==> src/rtl/req_scan_arbiter_64_pkg.sv <==
// Shared definitions for the 64-requester scanning arbiter: state codes,
// pointer and hold-counter widths, and the pointer increment helper.
package req_scan_arbiter_64_pkg;

    localparam int NUM_REQ = 64;
    localparam int PTR_W   = 6;
    localparam int HOLD_W  = 8;

    localparam logic [1:0] ARB_IDLE  = 2'd0;
    localparam logic [1:0] ARB_SCAN  = 2'd1;
    localparam logic [1:0] ARB_GRANT = 2'd2;

    typedef logic [PTR_W-1:0]  ptr_t;
    typedef logic [HOLD_W-1:0] hold_t;

    // Pointer width equals log2(NUM_REQ), so plain overflow gives the 63 -> 0 wrap.
    function automatic ptr_t ptr_next(input ptr_t p);
        return p + ptr_t'(1);
    endfunction

endpackage

==> src/rtl/req_scan_arbiter_64_if.sv <==
// Request/grant bundle between the shared-resource fabric (master) and the
// scanning arbiter (slave).
interface req_scan_arbiter_64_if;
    import req_scan_arbiter_64_pkg::*;

    logic               enable;
    logic [NUM_REQ-1:0] req;
    logic               done;
    ptr_t               scan_select;
    logic               grant_valid;
    ptr_t               grant_id;
    logic               busy;
    logic               timeout;

    modport master (
        output enable, req, done,
        input  scan_select, grant_valid, grant_id, busy, timeout
    );

    modport slave (
        input  enable, req, done,
        output scan_select, grant_valid, grant_id, busy, timeout
    );

endinterface

==> src/rtl/req_scan_arbiter_64_mux_64_1_bit.sv <==
// 64:1 single-bit mux: returns the request bit addressed by the scan pointer.
module mux_64_1_bit
    import req_scan_arbiter_64_pkg::*;
(
    input  ptr_t               select,
    input  logic [NUM_REQ-1:0] in_bits,
    output logic               hit
);

    assign hit = in_bits[select];

endmodule

==> src/rtl/req_scan_arbiter_64.sv <==
// Round-robin arbiter that walks a pointer across 64 request lines and holds
// the first hit until the owner signals done or the hold timer expires.
//
// state     | meaning
// ----------+-----------------------------------------------------------
// ARB_IDLE  | parked, pointer frozen, waiting for enable
// ARB_SCAN  | one request bit tested per cycle, pointer advances on miss
// ARB_GRANT | grant held for grant_id until done or hold timeout
// (code 3)  | illegal, falls back to ARB_IDLE on the next edge
module req_scan_arbiter_64
    import req_scan_arbiter_64_pkg::*;
#(
    parameter int unsigned TIMEOUT = 255
)
(
    input  logic                  clock,
    input  logic                  reset,
    req_scan_arbiter_64_if.slave  bus
);

    localparam bit    HOLD_EN   = (TIMEOUT != 0);
    localparam hold_t HOLD_LAST = (TIMEOUT == 0) ? hold_t'(0) : hold_t'(TIMEOUT - 1);

    logic [1:0] state;
    ptr_t       ptr;
    ptr_t       grant_id;
    hold_t      hold_cnt;
    logic       timeout_q;
    logic       hit;
    logic       hold_expire;
    logic       release_now;

    mux_64_1_bit u_mux (
        .select  (ptr),
        .in_bits (bus.req),
        .hit     (hit)
    );

    assign hold_expire = HOLD_EN && (hold_cnt == HOLD_LAST);
    assign release_now = bus.done || hold_expire;

    always_ff @(posedge clock or posedge reset) begin
        if (reset) begin
            state     <= ARB_IDLE;
            ptr       <= '0;
            grant_id  <= '0;
            hold_cnt  <= '0;
            timeout_q <= 1'b0;
        end else begin
            timeout_q <= 1'b0;
            case (state)
                ARB_IDLE: begin
                    if (bus.enable) begin
                        state <= ARB_SCAN;
                    end
                end
                ARB_SCAN: begin
                    // Dropping enable wins over a hit in the same cycle.
                    if (!bus.enable) begin
                        state <= ARB_IDLE;
                    end else if (hit) begin
                        state    <= ARB_GRANT;
                        grant_id <= ptr;
                        hold_cnt <= '0;
                    end else begin
                        ptr <= ptr_next(ptr);
                    end
                end
                ARB_GRANT: begin
                    if (release_now) begin
                        ptr       <= ptr_next(grant_id);
                        state     <= bus.enable ? ARB_SCAN : ARB_IDLE;
                        // A done in the expiry cycle counts as a normal release.
                        timeout_q <= !bus.done;
                    end else begin
                        hold_cnt <= hold_cnt + hold_t'(1);
                    end
                end
                default: begin
                    state <= ARB_IDLE;
                end
            endcase
        end
    end

    assign bus.scan_select = ptr;
    assign bus.grant_valid = (state == ARB_GRANT);
    assign bus.busy        = (state != ARB_IDLE);
    assign bus.grant_id    = grant_id;
    assign bus.timeout     = timeout_q;

endmodule
==> src/flat_wrapper.sv <==
// flat-port wrapper written by rule: the top's interface ports become plain ports
module req_scan_arbiter_64_flat import req_scan_arbiter_64_pkg::*;
#(
    parameter int unsigned TIMEOUT = 255
)
  (clock, reset, bus_enable, bus_req, bus_done, bus_scan_select, bus_grant_valid, bus_grant_id, bus_busy, bus_timeout);
  req_scan_arbiter_64_if bus_i ();
  input  logic clock;
  input  logic reset;
  input wire logic [$bits(bus_i.enable)-1:0] bus_enable;
  input wire logic [$bits(bus_i.req)-1:0] bus_req;
  input wire logic [$bits(bus_i.done)-1:0] bus_done;
  output wire logic [$bits(bus_i.scan_select)-1:0] bus_scan_select;
  output wire logic [$bits(bus_i.grant_valid)-1:0] bus_grant_valid;
  output wire logic [$bits(bus_i.grant_id)-1:0] bus_grant_id;
  output wire logic [$bits(bus_i.busy)-1:0] bus_busy;
  output wire logic [$bits(bus_i.timeout)-1:0] bus_timeout;
  assign bus_i.enable = bus_enable;
  assign bus_i.req = bus_req;
  assign bus_i.done = bus_done;
  assign bus_scan_select = bus_i.scan_select;
  assign bus_grant_valid = bus_i.grant_valid;
  assign bus_grant_id = bus_i.grant_id;
  assign bus_busy = bus_i.busy;
  assign bus_timeout = bus_i.timeout;
  req_scan_arbiter_64 #(.TIMEOUT(TIMEOUT)) u_core (.clock(clock), .reset(reset), .bus(bus_i));
endmodule
==> config.mk <==
export PLATFORM = sky130hd
export DESIGN_NAME = req_scan_arbiter_64_flat
export DESIGN_NICKNAME = d
export VERILOG_FILES = /design/src/rtl/req_scan_arbiter_64_pkg.sv /design/src/rtl/req_scan_arbiter_64_if.sv /design/src/rtl/req_scan_arbiter_64_mux_64_1_bit.sv /design/src/rtl/req_scan_arbiter_64.sv /design/src/flat_wrapper.sv
export SDC_FILE = /design/constraint.sdc
export NUM_CORES = 1
export LEC_CHECK = 0
export BUFFER_PORTS_ARGS = -buffer_cell sky130_fd_sc_hd__buf_2
export CAP_MARGIN = 10
export CORE_ASPECT_RATIO = 0.7
export CORE_MARGIN = 5
export CORE_UTILIZATION = 48
export DETAILED_ROUTE_END_ITERATION = 16
export PLACE_DENSITY = 0.83
export SETUP_SLACK_MARGIN = 0.15
export SYNTH_ARGS = -nofsm -noshare
export SYNTH_HDL_FRONTEND = slang
export SYNTH_HIERARCHICAL = 1
export SYNTH_SLANG_ARGS = --single-unit
==> constraint.sdc <==
create_clock -name clock -period 3.4 [get_ports clock]
set_input_delay 0.68 -clock clock [delete_from_list [all_inputs] [get_ports clock]]
set_output_delay 0.68 -clock clock [all_outputs]
set_load 0.01 [all_outputs]
==> results of run 1 <==
layer usage:
layer,up-vias,part of all wire [%],GRT usage [%]
met4,0,1.7,6.32
met3,9,8.1,3.95
met2,82,49,29.8
li1,894,-,-
met1,915,41,28.8
met5,-,0,0
kinds of logic (layout without fill, tap and decap cells):
kind of cell,after synthesis,after routing,share of synthesized area [%]
AND/OR/NAND/NOR,77,77,21.6
AO/OA/AOI/OAI,41,41,16.4
multiplexers,28,28,23.5
flip-flops,23,23,30.5
buffers and inverters,18,100,4.64
adder cells (fa/ha/maj),3,3,1.99
XOR/XNOR,3,3,1.39
how the worst max path moves through the flow:
stage                                                  to  slack [ps]  cells after the start
floorplan           u_core/bus.scan_select[4]$_DFFE_PP0P_         620                      9
global placement    u_core/bus.scan_select[4]$_DFFE_PP0P_         390                     10
detailed placement  u_core/bus.scan_select[4]$_DFFE_PP0P_         290                     10
CTS                 u_core/bus.scan_select[4]$_DFFE_PP0P_         410                     11
global route        u_core/bus.scan_select[3]$_DFFE_PP0P_         170                     12
finish              u_core/bus.scan_select[3]$_DFFE_PP0P_         420                     12
registers in the layout (all words and copies together), names as in the netlist:
register	cells
u_core/bus.timeout	1
u_core/bus.grant_id	6
u_core/bus.scan_select	6
u_core/state	2
u_core/hold_cnt	8
power groups by stage:
stage          sequential (mW)  combinational, mW  clock [mW]
6_report                 0.455              0.857       0.174
5_1_grt                  0.471              0.942       0.190
4_1_cts                  0.454              0.855       0.178
3_5_place_dp             0.459              0.851           0
2_1_floorplan            0.440              0.636           0
3_3_place_gp             0.459              0.831           0
critical path: stages, from the launching register on:
cell and delay [ps]:
sky130_fd_sc_hd__dfrtp_1 450, sky130_fd_sc_hd__buf_4 210, sky130_fd_sc_hd__buf_4 210, sky130_fd_sc_hd__nor2b_1 70
sky130_fd_sc_hd__a2111oi_0 410, sky130_fd_sc_hd__nor4_1 110, sky130_fd_sc_hd__a211oi_2 270, sky130_fd_sc_hd__a211oi_2 110
sky130_fd_sc_hd__and4bb_2 350, sky130_fd_sc_hd__nor2_1 60, sky130_fd_sc_hd__nor2_1 270, sky130_fd_sc_hd__nor2_1 80
sky130_fd_sc_hd__a311oi_1 270
cell usage in the layout (no fill, tap or decap), types with 2 or more instances in the layout:
cell type	Yosys	layout
sky130_fd_sc_hd__buf_2	4	82
sky130_fd_sc_hd__dfrtp_1	23	23
sky130_fd_sc_hd__nor2_1	20	20
sky130_fd_sc_hd__nand2_1	19	19
sky130_fd_sc_hd__mux4_2	11	11
sky130_fd_sc_hd__mux2_2	8	8
sky130_fd_sc_hd__o21ai_0	8	8
sky130_fd_sc_hd__mux2i_1	8	8
sky130_fd_sc_hd__nand3_1	8	8
sky130_fd_sc_hd__inv_1	7	7
sky130_fd_sc_hd__and3_1	7	7
sky130_fd_sc_hd__buf_4	0	5
sky130_fd_sc_hd__nor4_1	4	4
sky130_fd_sc_hd__o21ai_1	4	4
sky130_fd_sc_hd__clkbuf_8	0	3
sky130_fd_sc_hd__a21oi_1	3	3
sky130_fd_sc_hd__a211oi_1	3	3
sky130_fd_sc_hd__nor3_1	3	3
sky130_fd_sc_hd__a22oi_1	3	3
sky130_fd_sc_hd__ha_1	3	3
sky130_fd_sc_hd__inv_2	2	2
sky130_fd_sc_hd__o21a_1	2	2
sky130_fd_sc_hd__a2111oi_0	2	2
sky130_fd_sc_hd__xnor2_1	2	2
sky130_fd_sc_hd__nand2b_1	2	2
sky130_fd_sc_hd__nor2b_1	2	2
sky130_fd_sc_hd__a211oi_2	2	2
final cells by class:
class	count	area share [%]
multi-input cells	152	51.2
well taps	52	2.72
repair buffers	87	18.7
flip-flops and latches	23	24.0
clock buffers	4	1.88
inverters	9	1.41
through the flow:
stage | hold slack (ps) | instances | util [%]
after CTS | 534 | 327 | 62.2
after global routing | 563 | 327 | 62.2
after floorplan | 468 | 193 | -
final | 532 | 327 | 62.2
after global placement | 496 | 323 | 61.0
after detailed placement | 513 | 323 | 61.0
==> impl_metrics.ini, run 1 <==
[logic_synthesis]
synth_area_per_cell_um2 = 9.79
asyncSetResetFlopFracSynth_pct = 100
synth_ff_type = sky130_fd_sc_hd__dfrtp_1
synth_most_common_cell = sky130_fd_sc_hd__dfrtp_1
synthDominantCellAreaShare_pct = 30.5
synth.cell_area_um2 = 1890
yosys.area.top_type = sky130_fd_sc_hd__dfrtp_1
synth.net_count = 264
post_synthesis_sequential_area_ratio_pct = 30.5
post_synth_edffs = 0
ys.warnings.count = 6
synth.top_cells.by_area = sky130_fd_sc_hd__dfrtp_1, sky130_fd_sc_hd__mux4_2, sky130_fd_sc_hd__mux2_2, sky130_fd_sc_hd__mux2i_1, sky130_fd_sc_hd__nor2_1
synth_top_cells_by_count = sky130_fd_sc_hd__dfrtp_1, sky130_fd_sc_hd__nor2_1, sky130_fd_sc_hd__nand2_1
syn_inst = 193
synth.distinct_cells = 55
synth_seq_cells = 23

[global_routing]
grt_antenna_before_repair = 0
gr-total-overflow = 0
first_pass_grt_wire_length_um = 8480
grt_pass1_vias = 1725
globalRouteTotalUtil_pct = 19.9
largest_net_degree_at_the_start_of_global_routing = 24

[status]
status = finished clean

[placement]
placement.setup.worst_slack_ps = 294
rd_place_congestion = 0.900
dpl.hpwl_um = 4260
port-buffer-count = 82
dpl_cell_area_um2 = 2350

[finish]
nets_finish = 347
insertedDiodeCount = 0
design_area_um2 = 2390
combined_area_of_the_multi_input_logic_cells_um2 = 1230
drive_gt1_share_pct = 45.1
num-fill-cells = 339
flow.area_growth_from_synthesis_pct = 26.7
regArea_um2 = 576

[pwr]
power_report.internal_total_mw = 0.847
max-vdd-ir-drop_v = 0.000357
p_comb_share_pct = 57.7
switching_share_pct = 43.0
clockPowerShare_pct = 11.7
share_seq_of_total_power_pct = 30.6
net-switching-power_mw = 0.639
power_per_cell_area_nw_per_um2 = 621
power.total_mw = 1.49
p_leak_nw = 1.16

[cts]
cts_root_buf = sky130_fd_sc_hd__clkbuf_8
cts_made_buffers = 3
clock_insertion_delay_worst_skew_ps = 270
clock_sinks = 23
postCtsSetupBuffers = 0
cts.repair.resized = 0
tritoncts_clock_tree = yes
count_of_hold_buffers_inserted_by_post_cts_repair = 0
path_clk_slew_ps = 80
clockBufferDepth = 2
htreeDepth = 1

[worst_setup_path]
r2r_start = u_core/bus.scan_select[0]$_DFFE_PP0P_
worstSetupPathType = register to register
crit_arrival_ps = 3160
required_time_at_the_endpoint_of_the_critical_path_ps = 3580
endpoint_kind = register
worst-path-max-fanout = 11
crit_path_start = u_core/bus.scan_select[0]$_DFFE_PP0P_
critical_path.reg2reg.endpoint = u_core/bus.scan_select[3]$_DFFE_PP0P_
cp-start-kind = register
timing.reg2reg.worst_path_depth = 12
r2r_slack_ps = 420

[floorplanning]
die_width_um = 85.0
core.rowCount = 19
die-height_um = 62.5
die-area_um2 = 5310
io_pins = 83
core_um2 = 3850
initial_utilization_pct = 49.1

[min_path]
min_delay_worst_endpoint = u_core/bus.grant_id[0]$_DFFE_PP0P_
min_delay_path_depth = 1
worstHoldPathType = register to register
hp-start = u_core/bus.grant_id[0]$_DFFE_PP0P_

[routing]
routed-via-count = 1900
drt-wirelength-per-cell_um = 16.4
detail-route-antenna-nets = 0
drtPass1Iterations = 4
routed_wl_um = 5380
drtIter0Drc = 214
remaining_drc_errors = 0
vias_per_cell = 5.81

[sta]
finalClockSkew_ps = 6.69
fin_crit_sh_pct = 87.6
worst-slew-pin-transition_ps = 853
slew_headroom_pct = 43.0
setup_viol = 0
final_critical_path_time_including_i_o_delays_and_setup_ps = 2980
final_hold_viol_count = 0
max_clock_freq_mhz = 336
slew_viol_final = 0
postLayoutSetupSlackWorst_ps = 422
unrepaired_setup_endpoints_after_global_routing = false
tns_ps = 0

[job]
maxCapViolCount = 0
Power figures use the tool's default switching activity.
==> run 2: changes to the inputs <==
- BUFFER_PORTS_ARGS: -buffer_cell sky130_fd_sc_hd__buf_2 -> default
- CORE_UTILIZATION: 48 -> 63
- DONT_BUFFER_PORTS: default -> 1
- PLACE_DENSITY: 0.83 -> 0.81
==> impl_metrics.ini, run 2 (same netlist as run 1, synthesis figures left out) <==
[cts]
path_clk_slew_ps = 90
cts.repair.resized = 0
cts_root_buf = sky130_fd_sc_hd__clkbuf_8
count_of_hold_buffers_inserted_by_post_cts_repair = 0
clock_insertion_delay_worst_skew_ps = 280
tritoncts_clock_tree = yes
clockBufferDepth = 2
clock_sinks = 23
cts_made_buffers = 3
htreeDepth = 1
postCtsSetupBuffers = 0

[sta]
slew_headroom_pct = 39.1
finalClockSkew_ps = 10.2
postLayoutSetupSlackWorst_ps = 396
final_hold_viol_count = 0
slew_viol_final = 0
tns_ps = 0
unrepaired_setup_endpoints_after_global_routing = false
setup_viol = 0
final_critical_path_time_including_i_o_delays_and_setup_ps = 3000
fin_crit_sh_pct = 88.4
max_clock_freq_mhz = 333
worst-slew-pin-transition_ps = 913
hold_ws_ps = 479

[finish]
layout.cells.most_common_list = sky130_fd_sc_hd__dfrtp_1, sky130_fd_sc_hd__nor2_1, sky130_fd_sc_hd__nand2_1
num-fill-cells = 210
nets_finish = 264
layout.cells.most_common = sky130_fd_sc_hd__dfrtp_1
drive_gt1_share_pct = 22.4
insertedDiodeCount = 0
number_of_flip_flops_in_the_largest_register = 8
finish.utilization_pct = 69.0
flow.area_growth_from_synthesis_pct = 3.77
registers.top_by_ff_count = u_core/hold_cnt

[placement]
port-buffer-count = 0
placement.setup.worst_slack_ps = 307
dpl.hpwl_um = 3720
rd_place_congestion = 0.809

[floorplanning]
die-area_um2 = 4210
die-height_um = 55.8
initial_utilization_pct = 66.5
die_width_um = 75.5
core.rowCount = 16
core_um2 = 2840
io_pins = 83

[status]
status = finished clean

[global_routing]
globalRouteTotalUtil_pct = 23.2
gr-total-overflow = 0
largest_net_degree_at_the_start_of_global_routing = 24
grt_pass1_vias = 1595
first_pass_grt_wire_length_um = 7570
grt_antenna_before_repair = 0

[worst_setup_path]
worst-path-max-fanout = 15
worstSetupPathType = register to register
required_time_at_the_endpoint_of_the_critical_path_ps = 3550
crit_arrival_ps = 3150
timing.reg2reg.worst_path_depth = 10
cp-start-kind = register
endpoint_kind = register

[pwr]
power.total_mw = 1.39
p_leak_nw = 0.810
max-vdd-ir-drop_v = 0.000522
power_per_cell_area_nw_per_um2 = 711

[routing]
routed_wl_um = 4800
remaining_drc_errors = 0
drt-wirelength-per-cell_um = 21.1
vias_per_cell = 6.96
drtPass1Iterations = 5
detail-route-antenna-nets = 0
routed-via-count = 1586
drtIter0Drc = 124

[job]
maxCapViolCount = 0

[min_path]
worstHoldPathType = input port to asynchronous set/reset pin
-- run 2: through the flow --
step / instances / area, um^2
after floorplan: 193 / 1890
after global placement: 224 / 1910
after detailed placement: 224 / 1910
after CTS: 228 / 1960
after global routing: 228 / 1960
final: 228 / 1960
-- run 2: area by class of cell --
cell class	count	area, um^2	area share [%]
Clock buffer	3	41.3	2.11
Tap cell	36	45.0	2.30
Timing Repair Buffer	4	30.0	1.53
Inverter	9	33.8	1.72
Multi-Input combinational cell	152	1230	62.5
Sequential cell	23	577	29.4
Clock inverter	1	7.51	0.383
-- run 2: routing by layer --
layer	track usage (%)	wire, um
met1	31.4	1880
met4	11.0	120
met2	34.2	2330
met5	0	0
met3	5.78	472
-- run 2: power breakdown --
group          leakage [nW]  switching [mW]  internal, mW
combinational         0.479           0.371         0.355
sequential            0.309           0.148         0.339
clock                0.0217          0.0977        0.0833
-- run 2: worst paths after layout --
path,from,slack [ps],to
max reg2reg,u_core/bus.scan_select[0]$_DFFE_PP0P_,400,u_core/bus.scan_select[4]$_DFFE_PP0P_
min reg2reg,u_core/hold_cnt[4]$_DFFE_PP0P_,530,u_core/hold_cnt[4]$_DFFE_PP0P_
max,u_core/bus.scan_select[0]$_DFFE_PP0P_,400,u_core/bus.scan_select[4]$_DFFE_PP0P_
max in group asynchronous,reset,2310,u_core/bus.scan_select[0]$_DFFE_PP0P_
min in group clock,bus_done,490,u_core/bus.timeout$_DFF_PP0_
min,reset,480,u_core/bus.grant_id[1]$_DFFE_PP0P_
-- run 2: worst max-delay path: stages, from the launching register on --
cell and delay, ps:
sky130_fd_sc_hd__dfrtp_2 490, sky130_fd_sc_hd__buf_4 280, sky130_fd_sc_hd__mux4_2 520, sky130_fd_sc_hd__nand4_1 100
sky130_fd_sc_hd__nand3_1 120, sky130_fd_sc_hd__a211oi_2 250, sky130_fd_sc_hd__a211oi_2 110, sky130_fd_sc_hd__and4bb_2 340
sky130_fd_sc_hd__o21ai_2 100, sky130_fd_sc_hd__a2111oi_0 450, sky130_fd_sc_hd__a211oi_1 100
==> run 3: changes to the inputs <==
- clock period: 3.4 -> 3.28 ns (I/O delays scaled with it)
==> impl_metrics.ini, run 3 (same netlist as run 1, synthesis figures left out) <==
[status]
status = finished clean

[sta]
setup_viol = 0
slew_headroom_pct = 41.7
unrepaired_setup_endpoints_after_global_routing = false
final_critical_path_time_including_i_o_delays_and_setup_ps = 3000
tns_ps = 0
slew_viol_final = 0
finalClockSkew_ps = 3.66
fin_crit_sh_pct = 91.5
max_clock_freq_mhz = 333
final_hold_viol_count = 0
worst-slew-pin-transition_ps = 874

[worst_setup_path]
required_time_at_the_endpoint_of_the_critical_path_ps = 3450
worstSetupPathType = register to register
r2r_slack_ps = 280
crit_arrival_ps = 3170
worst-path-max-fanout = 17
cp-start-kind = register
timing.reg2reg.worst_path_depth = 11
endpoint_kind = register

[finish]
layout.cells.most_common_list = sky130_fd_sc_hd__dfrtp_1, sky130_fd_sc_hd__nor2_1, sky130_fd_sc_hd__nand2_1
nets_finish = 267
num-fill-cells = 218
drive_gt1_share_pct = 24.1
regArea_um2 = 577
design_area_um2 = 1990
layout.cells.most_common = sky130_fd_sc_hd__dfrtp_1
combined_area_of_the_multi_input_logic_cells_um2 = 1230
registers.top_by_ff_count = u_core/hold_cnt
insertedDiodeCount = 0
flow.area_growth_from_synthesis_pct = 5.50
number_of_flip_flops_in_the_largest_register = 8

[cts]
count_of_hold_buffers_inserted_by_post_cts_repair = 0
clock_sinks = 23
cts_made_buffers = 3
cts_root_buf = sky130_fd_sc_hd__clkbuf_8
postCtsSetupBuffers = 0
path_clk_slew_ps = 80
htreeDepth = 1
tritoncts_clock_tree = yes
clock_insertion_delay_worst_skew_ps = 270
clockBufferDepth = 2

[global_routing]
first_pass_grt_wire_length_um = 7850
grt_antenna_before_repair = 0
gr-total-overflow = 0
largest_net_degree_at_the_start_of_global_routing = 24
globalRouteTotalUtil_pct = 23.4
grt_pass1_vias = 1643

[routing]
drtIter0Drc = 160
drt-wirelength-per-cell_um = 21.4
routed-via-count = 1618
drtPass1Iterations = 4
vias_per_cell = 7.00
detail-route-antenna-nets = 0
remaining_drc_errors = 0
routed_wl_um = 4950

[placement]
dpl_cell_area_um2 = 1930
port-buffer-count = 0
dpl.hpwl_um = 3790
rd_place_congestion = 0.849

[min_path]
worstHoldPathType = input port to asynchronous set/reset pin

[floorplanning]
initial_utilization_pct = 66.5
core.rowCount = 16
die-height_um = 55.8
core_um2 = 2840
die_width_um = 75.5
io_pins = 83
die-area_um2 = 4210

[pwr]
max-vdd-ir-drop_v = 0.000538
power_per_cell_area_nw_per_um2 = 746
p_leak_nw = 0.826

[job]
maxCapViolCount = 0
## run 3: report_power, final
| group | internal [mW] | switching (mW) |
|---|---|---|
| Sequential | 0.352 | 0.152 |
| Combinational | 0.389 | 0.415 |
| Clock | 0.0860 | 0.0948 |
## run 3: timing repair
item | CTS | global route
setup endpoints to repair | 0 | 3
hold endpoints to repair | 0 | 0
gates resized for setup | 0 | 4
## run 3: area by class of cell
type	instances	share of cell area, %
clock buffers	3	2.07
well taps	36	2.26
multi-input cells	152	61.8
flip-flops and latches	23	28.9
inverters	9	1.69
clock inverters	1	0.377
repair buffers	7	2.82
## run 3: per-stage QoR
| step | hold slack (ps) | cells | utilization, % | setup slack, ps | power (mW) |
|---|---|---|---|---|---|
| finish | 451 | 231 | 70.1 | 278 | 1.49 |
| global route | 454 | 231 | 70.1 | 192 | 1.59 |
| CTS | 456 | 231 | 69.7 | 157 | 1.46 |
| detailed placement | 517 | 227 | 68.0 | 173 | 1.28 |
| global placement | 485 | 227 | 68.0 | 367 | 1.24 |
| floorplan | 468 | 193 | - | 522 | 1.12 |
## run 3: per-layer routing
layer  track usage [%]  vias up  wire length (um)  share of wire, %
li1                  -      734                 -                 -
met1              31.6      777              1950                39
met2              36.2       97              2440                49
met3              6.86       10               463               9.4
met4              6.48        0                89               1.8
met5                 0        -                 0                 0
## run 3: worst paths after layout
| check | startpoint | to |
|---|---|---|
| max in group asynchronous | reset | u_core/bus.scan_select[0]$_DFFE_PP0P_ |
| min in group clock | bus_done | u_core/bus.timeout$_DFF_PP0_ |
| worst max-delay path | u_core/bus.scan_select[0]$_DFFE_PP0P_ | u_core/bus.scan_select[3]$_DFFE_PP0P_ |
| worst max register to register | u_core/bus.scan_select[0]$_DFFE_PP0P_ | u_core/bus.scan_select[3]$_DFFE_PP0P_ |
| worst min register to register | u_core/hold_cnt[4]$_DFFE_PP0P_ | u_core/hold_cnt[4]$_DFFE_PP0P_ |
| worst min-delay path | reset | u_core/bus.grant_id[2]$_DFFE_PP0P_ |
## run 3: worst max-delay path: stages, from the launching register on
cell                       delay (ps)
sky130_fd_sc_hd__dfrtp_2          460
sky130_fd_sc_hd__buf_6            230
sky130_fd_sc_hd__mux4_2           530
sky130_fd_sc_hd__nand4_1          110
sky130_fd_sc_hd__nand3_1          130
sky130_fd_sc_hd__a211oi_2         260
sky130_fd_sc_hd__a211oi_2         120
sky130_fd_sc_hd__and4bb_2         360
sky130_fd_sc_hd__nor2_1            70
sky130_fd_sc_hd__nor2_1           250
sky130_fd_sc_hd__nor2_1            90
sky130_fd_sc_hd__a311oi_1         280
